$ cat src/rtl/lc3_mem_ctrl.sv
// LC-3 memory-access controller: owns MAR/MDR, runs the MIO_EN/R_W/R handshake and
// routes accesses to external memory or the keyboard/display device registers.
module lc3_mem_ctrl #(
  parameter logic [15:0] KB_ADDR = 16'hFE00
) (
  input  logic        clk,
  input  logic        rst,
  input  logic [15:0] bus_in,
  input  logic        LD_MAR,
  input  logic        LD_MDR,
  input  logic        MIO_EN,
  input  logic        R_W,
  output logic        R,
  output logic [15:0] mar_out,
  output logic [15:0] mdr_out,
  output logic [15:0] mem_addr,
  output logic [15:0] mem_wdata,
  output logic        mem_req,
  output logic        mem_we,
  input  logic [15:0] mem_rdata,
  input  logic        mem_ack,
  input  logic        kb_valid,
  input  logic [7:0]  kb_data,
  output logic        disp_valid,
  output logic [7:0]  disp_data,
  input  logic        disp_ready
);

  // state | meaning
  // IDLE  | MAR/MDR loadable, waiting for MIO_EN with no load pending
  // REQ   | external memory request outstanding, waiting for mem_ack
  // DONE  | access complete, R held until MIO_EN falls
  typedef enum logic [1:0] {IDLE, REQ, DONE} state_t;

  state_t      state;
  logic [15:0] mar;
  logic [15:0] mdr;
  logic        kbsr15;
  logic [15:0] kbdr;
  logic        dsr15;

  logic        sel_kbsr, sel_kbdr, sel_dsr, sel_ddr, is_dev;
  logic        launch, kbdr_rd, ddr_wr, kb_take;
  logic [15:0] dev_rdata;

  assign sel_kbsr = (mar == KB_ADDR);
  assign sel_kbdr = (mar == KB_ADDR + 16'd2);
  assign sel_dsr  = (mar == KB_ADDR + 16'd4);
  assign sel_ddr  = (mar == KB_ADDR + 16'd6);
  assign is_dev   = sel_kbsr | sel_kbdr | sel_dsr | sel_ddr;

  assign launch   = (state == IDLE) && MIO_EN && !LD_MAR && !LD_MDR;
  assign kbdr_rd  = launch && sel_kbdr && !R_W;
  assign ddr_wr   = launch && sel_ddr && R_W;
  // A KBDR read on the same edge frees the slot, so the incoming character is kept.
  assign kb_take  = kb_valid && (!kbsr15 || kbdr_rd);

  always_comb begin
    dev_rdata = 16'h0000;
    if (sel_kbsr)
      dev_rdata = {kbsr15, 15'b0};
    else if (sel_kbdr)
      dev_rdata = kbdr;
    else if (sel_dsr)
      dev_rdata = {dsr15, 15'b0};
  end

  always_ff @(posedge clk or posedge rst) begin
    if (rst) begin
      state   <= IDLE;
      mar     <= 16'h0000;
      mdr     <= 16'h0000;
      R       <= 1'b0;
      mem_req <= 1'b0;
      mem_we  <= 1'b0;
    end else begin
      case (state)
        IDLE: begin
          if (LD_MAR) mar <= bus_in;
          if (LD_MDR) mdr <= bus_in;
          if (launch) begin
            if (is_dev) begin
              if (!R_W) mdr <= dev_rdata;
              R     <= 1'b1;
              state <= DONE;
            end else begin
              mem_req <= 1'b1;
              mem_we  <= R_W;
              state   <= REQ;
            end
          end
        end
        REQ: begin
          if (mem_ack) begin
            if (!mem_we) mdr <= mem_rdata;
            mem_req <= 1'b0;
            mem_we  <= 1'b0;
            R       <= 1'b1;
            state   <= DONE;
          end
        end
        DONE: begin
          if (LD_MAR) mar <= bus_in;
          if (LD_MDR) mdr <= bus_in;
          if (!MIO_EN) begin
            R     <= 1'b0;
            state <= IDLE;
          end
        end
        default: begin
          R       <= 1'b0;
          mem_req <= 1'b0;
          mem_we  <= 1'b0;
          state   <= IDLE;
        end
      endcase
    end
  end

  always_ff @(posedge clk or posedge rst) begin
    if (rst) begin
      kbsr15     <= 1'b0;
      kbdr       <= 16'h0000;
      dsr15      <= 1'b1;
      disp_valid <= 1'b0;
      disp_data  <= 8'h00;
    end else begin
      disp_valid <= 1'b0;
      if (kb_take) begin
        kbsr15 <= 1'b1;
        kbdr   <= {8'h00, kb_data};
      end else if (kbdr_rd) begin
        kbsr15 <= 1'b0;
      end
      // Ready returns only after the strobe cycle has passed.
      if (ddr_wr && dsr15) begin
        disp_data  <= mdr[7:0];
        disp_valid <= 1'b1;
        dsr15      <= 1'b0;
      end else if (!dsr15 && !disp_valid && disp_ready) begin
        dsr15 <= 1'b1;
      end
    end
  end

  assign mar_out   = mar;
  assign mdr_out   = mdr;
  assign mem_addr  = mar;
  assign mem_wdata = mdr;

endmodule

$ cat config.mk
export PLATFORM = sky130hd
export DESIGN_NAME = lc3_mem_ctrl
export DESIGN_NICKNAME = d
export VERILOG_FILES = /design/src/rtl/lc3_mem_ctrl.sv
export SDC_FILE = /design/constraint.sdc
export NUM_CORES = 1
export LEC_CHECK = 0
export ABC_CLOCK_PERIOD_IN_PS = 1900
export CAP_MARGIN = 10
export CORE_UTILIZATION = 40
export CTS_CLUSTER_SIZE = 16
export DETAILED_ROUTE_END_ITERATION = 6
export GPL_ROUTABILITY_DRIVEN = 0
export PLACE_DENSITY = 0.77
export SLEW_MARGIN = 30
export SYNTH_ARGS = -nofsm -noshare
export SYNTH_HDL_FRONTEND = slang
export SYNTH_SLANG_ARGS = --single-unit
$ cat constraint.sdc
create_clock -name clk -period 1.9 [get_ports clk]
set_input_delay 0.38 -clock clk [delete_from_list [all_inputs] [get_ports clk]]
set_output_delay 0.38 -clock clk [all_outputs]
set_load 0.005 [all_outputs]
Yosys cells after proc, flatten, opt, wreduce, memory -nomap -nowiden
Cells that the tools add are included.
{ "op_classes": {"eq_ne": 12, "mux": 32, "n_bitwise": 4, "reduce_logical": 28} }
{ "op_table": {"columns": ["cell", "count"], "rows": [
  ["$mux 16", 9],
  ["$eq 16x16->1 const B", 4],
  ["$pmux 16 s3", 1],
  ["$mux 1", 14],
  ["$ne 2x2->1 const B", 6],
  ["$logic_and 1x1->1", 11],
  ["$pmux 1 s3", 3],
  ["$mux 2", 4],
  ["$reduce_and 4->1", 2],
  ["$logic_not 1->1", 6],
  ["$pmux 2 s3", 1],
  ["$reduce_and 3->1", 2],
  ["$reduce_bool 2->1", 2],
  ["$or 1x1->1", 3],
  ["$reduce_bool 3->1", 1],
  ["$eq 2x1->1 const B", 1],
  ["$eq 2x2->1 const B", 1],
  ["$logic_not 2->1", 1],
  ["$reduce_and 2->1", 1],
  ["$reduce_or 2->1", 1],
  ["$logic_or 1x1->1", 1],
  ["$not 1->1", 1]
]} }
{ "totals": {"regBits": 56, "word_cells": 87} }

Logic depth before layout (Yosys ltp)
Gate-level depths: netlist of the first run.
{ "logic_depth": {"depth_word": 9, "ltp_mapped": 8} }

Worst setup path after synthesis of the first run
No wires, ideal clock.
{ "synth_timing": {"path_kind": "flip-flop to flip-flop", "from": "register state[0]", "to": "register mar[0] (netlist: mar_out[0])", "arrival_ns": 1.722, "slack_ns": 0.053, "path_stages_with_launch": 7, "path_buffers": 2, "synth_period_minus_slack_ns": 1.847, "path_cell_list": "dfrtp_1 inv_1 ha_1 buf_2 o21ai_1 buf_2 mux2_2"} }
{ "synth_between": {"elab_chain_len": 3} }
{ "synth_lines": {"columns": ["element", "line_no", "rtl"], "rows": [
  ["from (decl)", "35", "state_t state;"],
  ["from (signal assigned)", "70", "state <= IDLE;"],
  ["from (signal assigned)", "85", "state <= DONE;"],
  ["from (signal assigned)", "89", "state <= REQ;"],
  ["$eq 2x2->1 / $logic_not 2->1 (equally long branches)", "77", "case (state)"],
  ["$reduce_or 2->1 (no line) *", null, null],
  ["$reduce_and 2->1 (no line) *", null, null],
  ["to (signal assigned)", "79", "if (LD_MAR) mar <= bus_in;"],
  ["to (signal assigned)", "103", "if (LD_MAR) mar <= bus_in;"],
  ["to (decl)", "36", "logic [15:0] mar;"]
]} }
Every way passes the cells marked *; elsewhere a longest branch is shown, timed or not.
A chain may end at the register's enable or synchronous reset.

Worst setup path in the final report of the first run
{ "layout_timing": {"from": "register state[0]", "to": "register mar[12] (netlist: mar_out[12])"} }
Same word-level chain as after synthesis.

==> run summary, run 1 <==
status - complete, no violations
I/O Buffers - 124
storage element area - 1403 um^2
critical path class - reg2reg
Cells after Synth - 305
largest net degree at the start of global routing - 44
Reg-to-Reg Start - state[0]$_DFFE_PP0P_
worst hold slack - 0.3322 ns
total gr overflow - 0
Core Region - 7767 um^2
crit-path leading delay family - buffers and inverters
crit end category - flop
clock sinks - 56
Slew Limit Fails - 0
RSZ-0062 raised after global routing - false
Synth Area in Simple Gates - 0.1164
LEAKAGE - 1.881 nW
crit-path cells - inv_1 -> ha_1 -> buf_4 -> o21ai_1 -> buf_12 -> mux2_2
switching pwr - 0.002335 W
syn nets - 357
Post-synth EDFFs - 0
Seq pwr share - 0.312
routed vias/inst - 5.397
nets - 469
Slew @ Worst Pin - 0.4614 ns
Cell Pwr Density - 1426 nW/um^2
Tightest Hold Check Type - in2async
Die X - 91.94 um
footprint of the multi-input gates - 1481 um^2
worst skew pair latency - 0.31 ns
sequential fraction of the synthesis area - 0.4335
combinational family with the most area after synthesis - multiplexers
Vias - 2801
GRT Total Usage - 0.2080
Worst setup SP type - flop
Internal - 0.004248 W
clock root cell - clkbuf_8
Top FF cell, synth - dfrtp_1
final setup TNS - 0 ns
post-synthesis compound-gate area fraction - 0.1574
Worst path max stage delay - 0.36 ns
final setup fails - 0
Post-synth ARST share - 1.000
first-pass GRT wire length - 13.86 mm
number of DRC markers in iteration 0 - 130
cell area after synthesis - 3236 um^2
wire per inst - 16.67 um
VDD IR max - 0.4800 mV
I/O Pins - 125
Comb power frac - 0.594
required time of the critical path - 2.09 ns
Fin. Hold Viols - 0
reg2reg path depth - 6
mux contribution to synthesized area - 0.1674
clock buffer depth - 2
clock share of power - 0.094
Post-Route WL - 8.652 mm
reg2reg setup slack - 0.05 ns
die height - 91.94 um
Core Rows - 32
final clock skew - 0.004146 ns
TritonCTS Buffers - 5
post-route minimum period - 1.851 ns
HPWL after detailed placement - 6.867 mm
vias in the first global route - 2715
fmax - 540.1 MHz
fill count - 670
Synth Area in Adders - 0.01160
fin crit share - 0.9744
Critical-path top delay cell - dfrtp_1
XOR/XNOR share of the synthesized area - 0
crit path max fanout - 14
initial antenna violation count - 0
Residual DRC - 0
setup ws final - 0.04856 ns
# diodes - 0
CTS tree - built
Distinct cells, synth - 44
DP Worst Slack - -0.1861 ns
RR Endpoint - mar_out[12]$_DFFE_PP0P_
Reg clk slew, reported paths - 0.09 ns
Critical Path Stages - 6
Synth Register Bits - 56
CTS H-tree depth - 2
area growth from synthesis to layout - 42.73%
Slew headroom - 0.6915
crit path DAT - 2.05 ns
layout cell share with drive strength beyond 1 - 0.1990
Pre-Repair DR Iteration Count - 4
antenna-violating nets left - 0
Buffers & Inverters on Critical Path - 3
Max Cap Viol - 0
syn_area_per_cell - 10.61 um^2
sw frac - 0.3547
DIE AREA - 8453 um^2
Initial Util - 0.4166
YS warnings - 0
## worst max path at each step
| stage | start | endpoint |
|---|---|---|
| 3_5_place_dp | LD_MDR | mdr_out[6]$_DFFE_PP0P_ |
| 3_3_place_gp | LD_MDR | mdr_out[15]$_DFFE_PP0P_ |
| 4_1_cts | mar_out[4]$_DFFE_PP0P_ | mdr_out[15]$_DFFE_PP0P_ |
| 5_1_grt | state[1]$_DFFE_PP0P_ | mar_out[3]$_DFFE_PP0P_ |
| 6_report | state[0]$_DFFE_PP0P_ | mar_out[12]$_DFFE_PP0P_ |
| 2_1_floorplan | state[0]$_DFFE_PP0P_ | mar_out[0]$_DFFE_PP0P_ |
## placed cells by master (no fill, tap or decap), drive strengths merged
cell and instances:
ha 3, nand4 3, inv 7, o221a 1
nor4b 1, a31oi 9, and3 1, o31a 1
nand2b 9, and2 1, clkinv 2, o211ai 16
mux2i 17, mux2 33, nor2 8, nand2 18
o22ai 2, dfrtp 55, clkbuf 6, dfstp 1
a21oi 3, clkdlybuf4s50 124, buf 31, o21ai 21
nor3b 1, or2 1, a32oi 1, a21boi 1
nand3 15, nor4bb 1, or4 1, and4bb 1
a221o 9, o22a 1, and4b 1, and4 3
nor4 1, a22o 7
## what timing repair did
action / CTS / global route
hold endpoints to repair: 0 / 0
hold buffers: 0 / 0
endpoints found under the setup margin: 4 / 16
resized for setup: 1 / 3
pin swaps: 0 / 1
buffers inserted: 0 / 1
## worst register-to-register path: cells and delay by family (launching register included)
kind	cells	cell delay (ns)
compound gates	1	0.33
fa+ha+maj	1	0.25
buf+inv	3	0.46
flops	1	0.36
mux	1	0.34
## power by group through the flow
stage               Clock, W  Combinational, W  Sequential (W)
CTS                 0.000631           0.00392         0.00205
global placement           0           0.00381         0.00205
detailed placement         0           0.00390         0.00207
global route        0.000679           0.00422         0.00213
finish              0.000616           0.00391         0.00206
floorplan                  0           0.00224         0.00200
## logic make-up (layout without fill, tap and decap cells)
group | count (synthesis) | count (layout)
AO/OA/AOI/OAI | 72 | 72
adder cells (fa/ha/maj) | 3 | 3
buffers and inverters | 58 | 170
flip-flops | 56 | 56
multiplexers | 50 | 50
AND/OR/NAND/NOR | 66 | 66
## synth_stat cells, types with 2 or more instances
master	count	area [um^2]
buf_6	2	22.52
ha_1	3	37.54
o22ai_1	2	12.51
a21oi_1	3	15.01
mux2i_1	17	170.2
nand4_1	3	18.77
nor2_1	7	26.28
nand3_1	14	70.07
a22o_1	7	61.31
buf_2	6	30.03
a221o_1	9	90.09
buf_4	34	255.2
nand2_1	18	67.56
o21ai_0	20	100.1
mux2_2	33	371.6
clkbuf_1	7	26.28
a31oi_1	9	56.30
and4_1	3	26.28
nand2b_1	8	50.05
inv_1	7	26.28
o211ai_1	16	120.1
dfrtp_1	55	1376
## state kept, by name, indices dropped and copies added (netlist names)
register    count
disp_data       8
dsr15           1
mem_we          1
R               1
mem_req         1
kbdr            8
disp_valid      1
mdr_out        16
kbsr15          1
mar_out        16
state           2
## final cells by class
type / count / share of cell area
Inverter: 8 / 0.006502
Multi-Input combinational cell: 191 / 0.3208
Tap cell: 102 / 0.02763
Clock inverter: 1 / 0.001084
Clock buffer: 6 / 0.01571
Sequential cell: 56 / 0.3037
Timing Repair Buffer: 155 / 0.3246
## per-stage QoR
| step | util | std cells | area [um^2] | total power, W |
|---|---|---|---|---|
| 2_1_floorplan | - | 305 | 3236 | 0.004241 |
| 3_3_place_gp | 0.5815 | 511 | 4517 | 0.005855 |
| 3_5_place_dp | 0.5815 | 511 | 4517 | 0.005971 |
| 4_1_cts | 0.5917 | 518 | 4596 | 0.006598 |
| 5_1_grt | 0.5946 | 519 | 4618 | 0.007033 |
| 6_report | 0.5946 | 519 | 4618 | 0.006584 |
## layer usage
layer / wire length (um) / GRT usage / vias up / share of wire
li1: - / - / 1323 / -
met1: 3645 / 0.2601 / 1358 / 0.42
met2: 4430 / 0.3638 / 106 / 0.51
met3: 425 / 0.03566 / 14 / 0.049
met4: 150 / 0.06641 / 0 / 0.017
met5: 0 / 0 / - / 0
No activity file was read; power rests on OpenSTA's default activity.
==> run 2: changes to the inputs <==
Settings changed: SLEW_MARGIN 30 to 5.
==> results of run 2 <==
No change in the layout: final DEF, timing and power equal those of run 1.
==> run 3: changes to the inputs <==
Settings changed: PLACE_DENSITY 0.77 to 0.79.
==> run 3 against run 2 <==
Net effect: clock power up 12%; global-route usage up 0.43 points; sequential share of layout area about the same; die area unchanged.
==> run summary, run 3 (same netlist as run 1, synthesis figures left out) <==
fin util - 0.5957
worst skew pair latency - 0.31 ns
fmax - 533.3 MHz
area growth from synthesis to layout - 43.00%
crit-path cells - nor4bb_4 -> nand4_1 -> o31a_1 -> a22o_1
crit end category - flop
clock buffer depth - 2
Core Rows - 32
post-route cell area - 4627 um^2
Post-CTS Hold Fix Bufs - 0
CTS H-tree depth - 2
# diodes - 0
Worst path max stage delay - 0.47 ns
I/O Pins - 125
Critical-path top delay cell - dfrtp_2
Slew @ Worst Pin - 0.4747 ns
Die X - 91.94 um
first-pass GRT wire length - 14.03 mm
Slew headroom - 0.6826
leading cell type in the layout, fill and taps excluded - clkdlybuf4s50_1
Pre-Repair DR Iteration Count - 5
status - complete, no violations
HPWL after detailed placement - 6.738 mm
clock root cell - clkbuf_8
number of DRC markers in iteration 0 - 178
fill count - 648
most frequent cells in the layout - clkdlybuf4s50_1, dfrtp_1, mux2_2, buf_4, o21ai_0
Tightest Hold Check Type - in2async
critical path class - reg2reg
initial antenna violation count - 0
Fin. Hold Viols - 0
total gr overflow - 0
clock sinks - 56
required time of the critical path - 2.11 ns
vias in the first global route - 2715
crit-path leading delay family - compound AO/OA/AOI/OAI gates
fin crit share - 0.9869
Slew Limit Fails - 0
routed vias/inst - 5.452
largest net degree at the start of global routing - 29
DIE AREA - 8453 um^2
post-route minimum period - 1.875 ns
nets - 464
Initial Util - 0.4166
Reg clk slew, reported paths - 0.10 ns
GRT Total Usage - 0.2123
antenna-violating nets left - 0
TritonCTS Buffers - 5
I/O Buffers - 124
Vias - 2808
crit path max fanout - 7
final clock skew - 0.009217 ns
CTS tree - built
Worst setup SP type - flop
Residual DRC - 0
LEAKAGE - 1.866 nW
Core Region - 7767 um^2
crit path DAT - 2.08 ns
Max Cap Viol - 0
layout cell share with drive strength beyond 1 - 0.2082
Cell Pwr Density - 1442 nW/um^2
Buffers & Inverters on Critical Path - 0
final setup fails - 0
wire per inst - 17.19 um
Post-Route WL - 8.853 mm
die height - 91.94 um
placed cell areas - 4479 um^2
VDD IR max - 0.7450 mV
==> run 3: cell count changes in the layout (fill, tap and decap cells not counted), moves of 2 or more <==
cell     change
buf_4        -5
dfrtp_1      -3
dfrtp_2      +3
ha_1         -2
ha_2         +2
==> run 3: cell type report <==
| class | instances | area (um^2) | share of cell area |
|---|---|---|---|
| repair buffers | 150 | 1461 | 0.3158 |
| flip-flops and latches | 56 | 1406 | 0.3039 |
| clock inverters | 1 | 7.507 | 0.001622 |
| well taps | 102 | 127.6 | 0.02758 |
| inverters | 8 | 30.03 | 0.006490 |
| clock buffers | 7 | 86.33 | 0.01866 |
| multi-input cells | 191 | 1508 | 0.3259 |
==> run 3: per-stage QoR <==
| step | hold WS, ns | instances | setup TNS, ns | power (W) | setup WS, ns |
|---|---|---|---|---|---|
| floorplan | 0.4951 | 305 | 0 | 0.004241 | 0.05320 |
| CTS | 0.4056 | 514 | 0 | 0.006590 | 0.002536 |
| detailed placement | 0.5028 | 506 | -4.604 | 0.005878 | -0.2431 |
| finish | 0.3831 | 515 | 0 | 0.006674 | 0.02490 |
| global route | 0.4367 | 515 | -0.1705 | 0.007107 | -0.04142 |
| global placement | 0.4887 | 506 | -3.446 | 0.005749 | -0.1635 |
==> run 3: worst paths after layout <==
check,start,slack [ns],end,depth (start not counted)
setup / recovery,mar_out[6]$_DFFE_PP0P_,0.02,mdr_out[8]$_DFFE_PP0P_,4
hold / removal,rst,0.38,kbdr[0]$_DFFE_PP0P_,2
setup reg to reg,mar_out[6]$_DFFE_PP0P_,0.02,mdr_out[8]$_DFFE_PP0P_,4
hold reg to reg,disp_data[5]$_DFFE_PP0P_,0.52,disp_data[5]$_DFFE_PP0P_,1
max in group asynchronous,rst,1.01,mar_out[3]$_DFFE_PP0P_,3
min in group clk,disp_data[5]$_DFFE_PP0P_,0.52,disp_data[5]$_DFFE_PP0P_,1
==> run 3: report_power, final <==
group | total [W] | switching (W) | internal, W
combinational | 0.00388 | 0.00152 | 0.00236
clock | 0.000689 | 0.000391 | 0.000297
sequential | 0.00210 | 0.000496 | 0.00161
==> run 3: layer usage <==
layer	track usage	share of wire	vias to the layer above
met4	0.06901	0.017	0
li1	-	-	1307
met3	0.03068	0.045	12
met1	0.2826	0.43	1397
met2	0.3551	0.50	92
met5	0	0	-
==> run 3: what timing repair did <==
item | in CTS | in global routing
gates resized for setup | 0 | 14
gates cloned | 0 | 0
setup endpoints to repair | 4 | 24
pin swaps | 1 | 3
setup buffers | 0 | 1
